**src/rtl/ifq_pkg.sv**
```systemverilog
// Shared types for the instruction fetch queue.
// Defines the queue entry and the fetch FSM states.
package ifq_pkg;

  typedef struct packed {
    logic [31:0] pc;
    logic [31:0] inst;
  } ifq_entry_t;

  typedef enum logic [1:0] {
    IDLE  = 2'd0,
    FETCH = 2'd1,
    HOLD  = 2'd2
  } ifq_state_t;

endpackage

```
**src/rtl/ifq_fifo.sv**
```systemverilog
// Power-of-two circular buffer of fetched instructions.
// Flush clears pointers and count in one cycle.
module ifq_fifo
  import ifq_pkg::*;
#(
  parameter int DEPTH = 4,
  localparam int AW = $clog2(DEPTH)
) (
  input  logic       clk,
  input  logic       rst,
  input  logic       flush,
  input  logic       push,
  input  ifq_entry_t wdata,
  input  logic       pop,
  output ifq_entry_t rdata,
  output logic       full,
  output logic       empty,
  output logic [AW:0] count
);

  ifq_entry_t mem [DEPTH];
  logic [AW-1:0] wptr;
  logic [AW-1:0] rptr;
  logic do_push;
  logic do_pop;

  assign full    = count == (AW+1)'(DEPTH);
  assign empty   = count == '0;
  assign do_push = push && !full && !flush;
  assign do_pop  = pop && !empty && !flush;
  assign rdata   = mem[rptr];

  always_ff @(posedge clk or posedge rst) begin
    if (rst) begin
      wptr  <= '0;
      rptr  <= '0;
      count <= '0;
    end else if (flush) begin
      wptr  <= '0;
      rptr  <= '0;
      count <= '0;
    end else begin
      if (do_push) wptr <= wptr + 1'b1;
      if (do_pop) rptr <= rptr + 1'b1;
      unique case ({do_push, do_pop})
        2'b10:   count <= count + 1'b1;
        2'b01:   count <= count - 1'b1;
        default: count <= count;
      endcase
    end
  end

  always_ff @(posedge clk) begin
    if (do_push) mem[wptr] <= wdata;
  end

endmodule

```
**src/rtl/inst_fetch_queue.sv**
```systemverilog
// Credit-based instruction fetch with redirect flush.
// IFQ_BYPASS_EN forwards a response straight to out_* when empty.
module inst_fetch_queue
  import ifq_pkg::*;
#(
  parameter int          DEPTH    = 4,
  parameter logic [31:0] RESET_PC = 32'h0
) (
  input  logic        clk,
  input  logic        rst,
  input  logic        redirect,
  input  logic [31:0] redirect_pc,
  output logic        imem_req,
  output logic [31:0] imem_addr,
  input  logic        imem_rvalid,
  input  logic [31:0] imem_rdata,
  output logic        out_valid,
  output logic [31:0] out_pc,
  output logic [31:0] out_inst,
  input  logic        out_ready
);

  localparam int CW = $clog2(DEPTH) + 1;

  ifq_state_t    state;
  logic [31:0]   pc;
  logic [31:0]   tag_pc;
  logic          inflight;
  logic          drop;
  logic [CW-1:0] count;
  logic          full;
  logic          empty;
  ifq_entry_t    head;
  ifq_entry_t    resp;
  ifq_entry_t    out_e;
  logic          resp_ok;
  logic          fifo_push;
  logic          fifo_pop;
  logic          credit;
  logic [CW:0]   occ;
  logic [CW:0]   lim;

  assign resp_ok = imem_rvalid && !drop && state != IDLE && !redirect;
  assign resp    = '{pc: tag_pc, inst: imem_rdata};
  assign fifo_pop = !empty && out_ready && !redirect;

  // Reserve a slot for every request whose response is not yet stored
  assign occ    = {1'b0, count} + {{CW{1'b0}}, inflight};
  assign lim    = (CW+1)'(DEPTH) + {{CW{1'b0}}, fifo_pop};
  assign credit = occ < lim;

  assign imem_req  = state != IDLE && credit;
  assign imem_addr = pc;

`ifdef IFQ_BYPASS_EN
  logic bypass;
  assign bypass    = empty && resp_ok;
  assign fifo_push = resp_ok && !(bypass && out_ready);
  assign out_valid = !empty || bypass;
  assign out_e     = !empty ? head : (bypass ? resp : '0);
`else
  assign fifo_push = resp_ok;
  assign out_valid = !empty;
  assign out_e     = empty ? '0 : head;
`endif

  assign out_pc   = out_e.pc;
  assign out_inst = out_e.inst;

  ifq_fifo #(.DEPTH(DEPTH)) u_fifo (
    .clk   (clk),
    .rst   (rst),
    .flush (redirect),
    .push  (fifo_push),
    .wdata (resp),
    .pop   (fifo_pop),
    .rdata (head),
    .full  (full),
    .empty (empty),
    .count (count)
  );

  always_ff @(posedge clk or posedge rst) begin
    if (rst) begin
      state    <= IDLE;
      pc       <= RESET_PC;
      tag_pc   <= '0;
      inflight <= 1'b0;
      drop     <= 1'b0;
    end else begin
      inflight <= imem_req;
      drop     <= redirect && imem_req;
      if (imem_req) tag_pc <= pc;
      if (redirect) begin
        pc    <= {redirect_pc[31:2], 2'b00};
        state <= FETCH;
      end else begin
        if (imem_req) pc <= pc + 32'd4;
        unique case (state)
          IDLE:        state <= FETCH;
          FETCH, HOLD: state <= credit ? FETCH : HOLD;
          default:     state <= IDLE;
        endcase
      end
    end
  end

endmodule

```
**config.mk**
```make
export PLATFORM = sky130hd
export DESIGN_NAME = inst_fetch_queue
export DESIGN_NICKNAME = d
export VERILOG_FILES = /design/src/rtl/ifq_pkg.sv /design/src/rtl/ifq_fifo.sv /design/src/rtl/inst_fetch_queue.sv
export SDC_FILE = /design/constraint.sdc
export NUM_CORES = 1
export LEC_CHECK = 0
export CORE_MARGIN = 2
export CORE_UTILIZATION = 55
export CTS_BUF_LIST = sky130_fd_sc_hd__clkbuf_16
export CTS_CLUSTER_DIAMETER = 120
export DETAILED_ROUTE_END_ITERATION = 12
export PLACE_DENSITY = 0.79
export SLEW_MARGIN = 30
export SYNTH_ARGS = -nofsm -noshare
export SYNTH_HDL_FRONTEND = slang
export SYNTH_SLANG_ARGS = --single-unit
export TNS_END_PERCENT = 1
```
**constraint.sdc**
```tcl
create_clock -name clk -period 4.24 [get_ports clk]
set_input_delay 0.848 -clock clk [delete_from_list [all_inputs] [get_ports clk]]
set_output_delay 0.848 -clock clk [all_outputs]
set_load 0.02 [all_outputs]
```
==> impl_metrics.py <==
metrics = {
    "route": {
        "antenna_left": 0,
        "wl_per_cell_um": 20.5,
        "drcViolationCount": 0,
        "vias": 7788,
        "firstDrtPassIters": 5,
        "vias_per_cell": 5.95,
        "routed_wl_um": 26900,
        "first_iter_violations": 549,
    },
    "critical_path": {
        "end_kind": "primary output",
        "startpoint_type": "flop",
        "worst-endpoint-required_ps": 3390,
        "cp_max_fo": 22,
        "arrival_ps": 2910,
        "worstSetupPathType": "flop to primary output",
    },
    "place": {
        "gp_congestion": 0.813,
        "dpl.cell_count": 1250,
        "hpwl_um": 17100,
        "io_buffers": 160,
    },
    "timing": {
        "clock.fmax_mhz": 266,
        "finalSetupViolCount": 0,
        "min_period_over_period_pct": 88.6,
        "worstMarginPinSlew_ps": 898,
        "fin_worst_skew_ps": 21.3,
        "tns_ps": 0,
        "min_period_ps": 3760,
        "rsz0062_at_grt": "false",
        "max_slew_margin_pct": 40.0,
        "hold_viol": 0,
        "slew_violations": 0,
    },
    "run_status": {
        "status": "complete, no violations",
    },
    "synthesis": {
        "ys_seq_elements": 319,
        "synth_cells": 797,
        "synth-seq-area-share_pct": 69.4,
        "synth_flop_cell": "edfxtp_1",
        "ys_types": 52,
        "synth_edf_count": 248,
        "async_flop_share_pct": 22.3,
        "netlist_area_mm2": 0.0133,
        "synth_area_per_cell_um2": 16.7,
        "synth_warnings": 0,
    },
    "grt": {
        "track_usage_pct": 21.3,
        "grt_overflow": 0,
        "grt_pass1_vias": 7819,
        "antenna_found_initial": 0,
        "grt_pass1_wl_um": 42800,
        "grt_max_degree": 64,
    },
    "clock_network": {
        "clockRootBuffer": "clkbuf_16",
        "insertion_delay_ps": 560,
        "cts_made_buffers": 31,
        "cts_resized": 0,
        "cts_tree": "done",
        "htreeDepth": 1,
        "cts_hold_buffers": 0,
        "clock-sinks": 319,
        "cts_buffer_depth": 3,
        "clkTransAtPathRegs_ps": 70,
        "cts_setup_buffers": 0,
    },
    "cells_and_area": {
        "seq_area_mm2": 0.00923,
        "n_fill_cell": 1547,
        "drive_gt1_share_pct": 18.1,
        "postLayoutCoreUtil_pct": 69.6,
        "fin_cells": 1308,
        "antenna-diode-count": 0,
        "area_delta_synth_final_pct": 23.6,
        "finalNetCount": 1043,
        "multi_input_area_mm2": 0.00385,
    },
    "power_and_ir_drop": {
        "combPwrFrac_pct": 35.0,
        "ir_drop_v": 0.000392,
        "power.switching_uw": 3570,
        "fin_total_pwr_uw": 11100,
        "power_frac_seq_pct": 39.8,
        "power.density_mw_per_mm2": 674,
        "p_int_uw": 7520,
        "pwr-share-clk_pct": 25.2,
        "leakagePower_uw": 0.00546,
        "switching_share_pct": 32.2,
    },
    "floorplan": {
        "initial_core_util_pct": 56.3,
        "die-width_um": 159,
        "num_rows": 56,
        "ios": 167,
        "die_y_um": 159,
        "core-area_mm2": 0.0236,
        "dieArea_mm2": 0.0254,
    },
    "job": {
        "cap_violations": 0,
    },
    "worst_hold_path": {
        "hold_path.class": "flop to flop",
    },
}
-- cells in the mapped netlist (2+ instances only) --
cell	number	area, µm²
a21oi_1	7	35.0
a221oi_1	7	61.3
a22o_1	5	43.8
a22oi_1	2	15.0
a31oi_1	17	106
and2_1	68	425
and3_1	2	12.5
and4_1	3	26.3
buf_1	4	15.0
buf_2	12	60.1
buf_4	6	45.0
clkbuf_1	29	109
dfrtp_1	71	1780
edfxtp_1	248	7450
ha_1	9	113
inv_1	9	33.8
mux2_2	30	338
mux4_2	62	1400
nand2_1	15	56.3
nand2b_1	2	12.5
nand3_1	21	105
nand4_1	24	150
nor2_1	24	90.1
nor2b_1	17	106
nor3_1	8	40.0
nor3b_1	6	45.0
nor4_1	8	50.1
o211ai_1	2	15.0
o21a_1	5	37.5
o21ai_0	23	115
o31ai_1	13	97.6
o41ai_1	2	17.5
or4_1	16	120
xor2_1	2	17.5
-- final timing paths --
check	depth (start not counted)	slack, ps	end	from
setup / recovery	4	480	out_inst[10]	u_fifo.rptr[0]$_DFFE_PP0P_
hold / removal	0	520	u_fifo.mem[0][56]$_DFFE_PP_	tag_pc[24]$_DFFE_PP0P_
setup reg to reg	6	1400	u_fifo.mem[1][4]$_DFFE_PP_	state[0]$_DFF_PP0_
hold reg to reg	0	520	u_fifo.mem[0][56]$_DFFE_PP_	tag_pc[24]$_DFFE_PP0P_
max in group asynchronous	3	2750	tag_pc[24]$_DFFE_PP0P_	rst
min in group asynchronous	2	780	tag_pc[11]$_DFFE_PP0P_	rst
-- layout make-up --
type                    count  share of cell area (%)
clock buffers              31                    4.72
clock inverters            27                    1.72
inverters                  10                   0.228
multi-input cells         419                    23.4
flip-flops and latches    319                    56.1
well taps                 319                    2.43
repair buffers            183                    11.4
-- per-stage QoR --
stage	cell area [µm²]	worst slack, ps	hold slack, ps
after detailed placement	15400	704	504
after CTS	16400	393	522
after global routing	16400	317	552
final	16400	481	522
after global placement	15400	692	492
after floorplan	13300	413	470
-- critical path: stages, from the launching register on --
cell and delay, ps:
dfrtp_4 710, buf_4 360, mux4_2 550, and2_1 180
clkdlybuf4s50_1 540
-- metal layers --
metal,track usage [%],part of all wire (%),wire length [µm]
met5,0,0,0
met3,2.97,6.3,1690
met1,30.3,43,11400
met2,35.2,50,13300
met4,5.54,1.6,423
-- registers in the layout, indices dropped and copies added, names as in the netlist --
name          cells
drop              1
state             2
u_fifo.wptr       2
tag_pc           30
imem_addr        30
u_fifo.rptr       2
u_fifo.mem      248
inflight          1
u_fifo.count      3
-- cells in the final DEF (no fill, tap or decap), types with 13 or more instances in the layout --
| cell | synthesis | layout |
|---|---|---|
| nand2_1 | 15 | 15 |
| dfrtp_1 | 71 | 69 |
| edfxtp_1 | 248 | 248 |
| o31ai_1 | 13 | 13 |
| and2_1 | 68 | 64 |
| nor2_1 | 24 | 24 |
| o21ai_0 | 23 | 23 |
| mux4_2 | 62 | 62 |
| clkdlybuf4s50_1 | 0 | 159 |
| buf_4 | 6 | 15 |
| nor2b_1 | 17 | 17 |
| mux2_2 | 30 | 30 |
| clkbuf_16 | 0 | 31 |
| nand3_1 | 21 | 21 |
| inv_1 | 9 | 13 |
| nand4_1 | 24 | 24 |
| or4_1 | 16 | 16 |
| a31oi_1 | 17 | 17 |
-- power by group through the flow --
stage	clock network (µW)	logic (µW)	registers (µW)
final	2800	3880	4410
after global routing	2980	4150	4480
after CTS	2840	3930	4410
after detailed placement	0	3910	4470
after global placement	0	3830	4430
after floorplan	0	2410	4310
-- logic make-up after synthesis --
family	after synthesis	share of synthesized area, %
other cells	1	0.0282
flops	319	69.4
mux	93	13.1
xor+xnor	3	0.198
simple gates	221	9.81
buf+inv	62	2.04
fa+ha+maj	10	0.997
compound gates	88	4.44
Power figures use the tool's default switching activity.
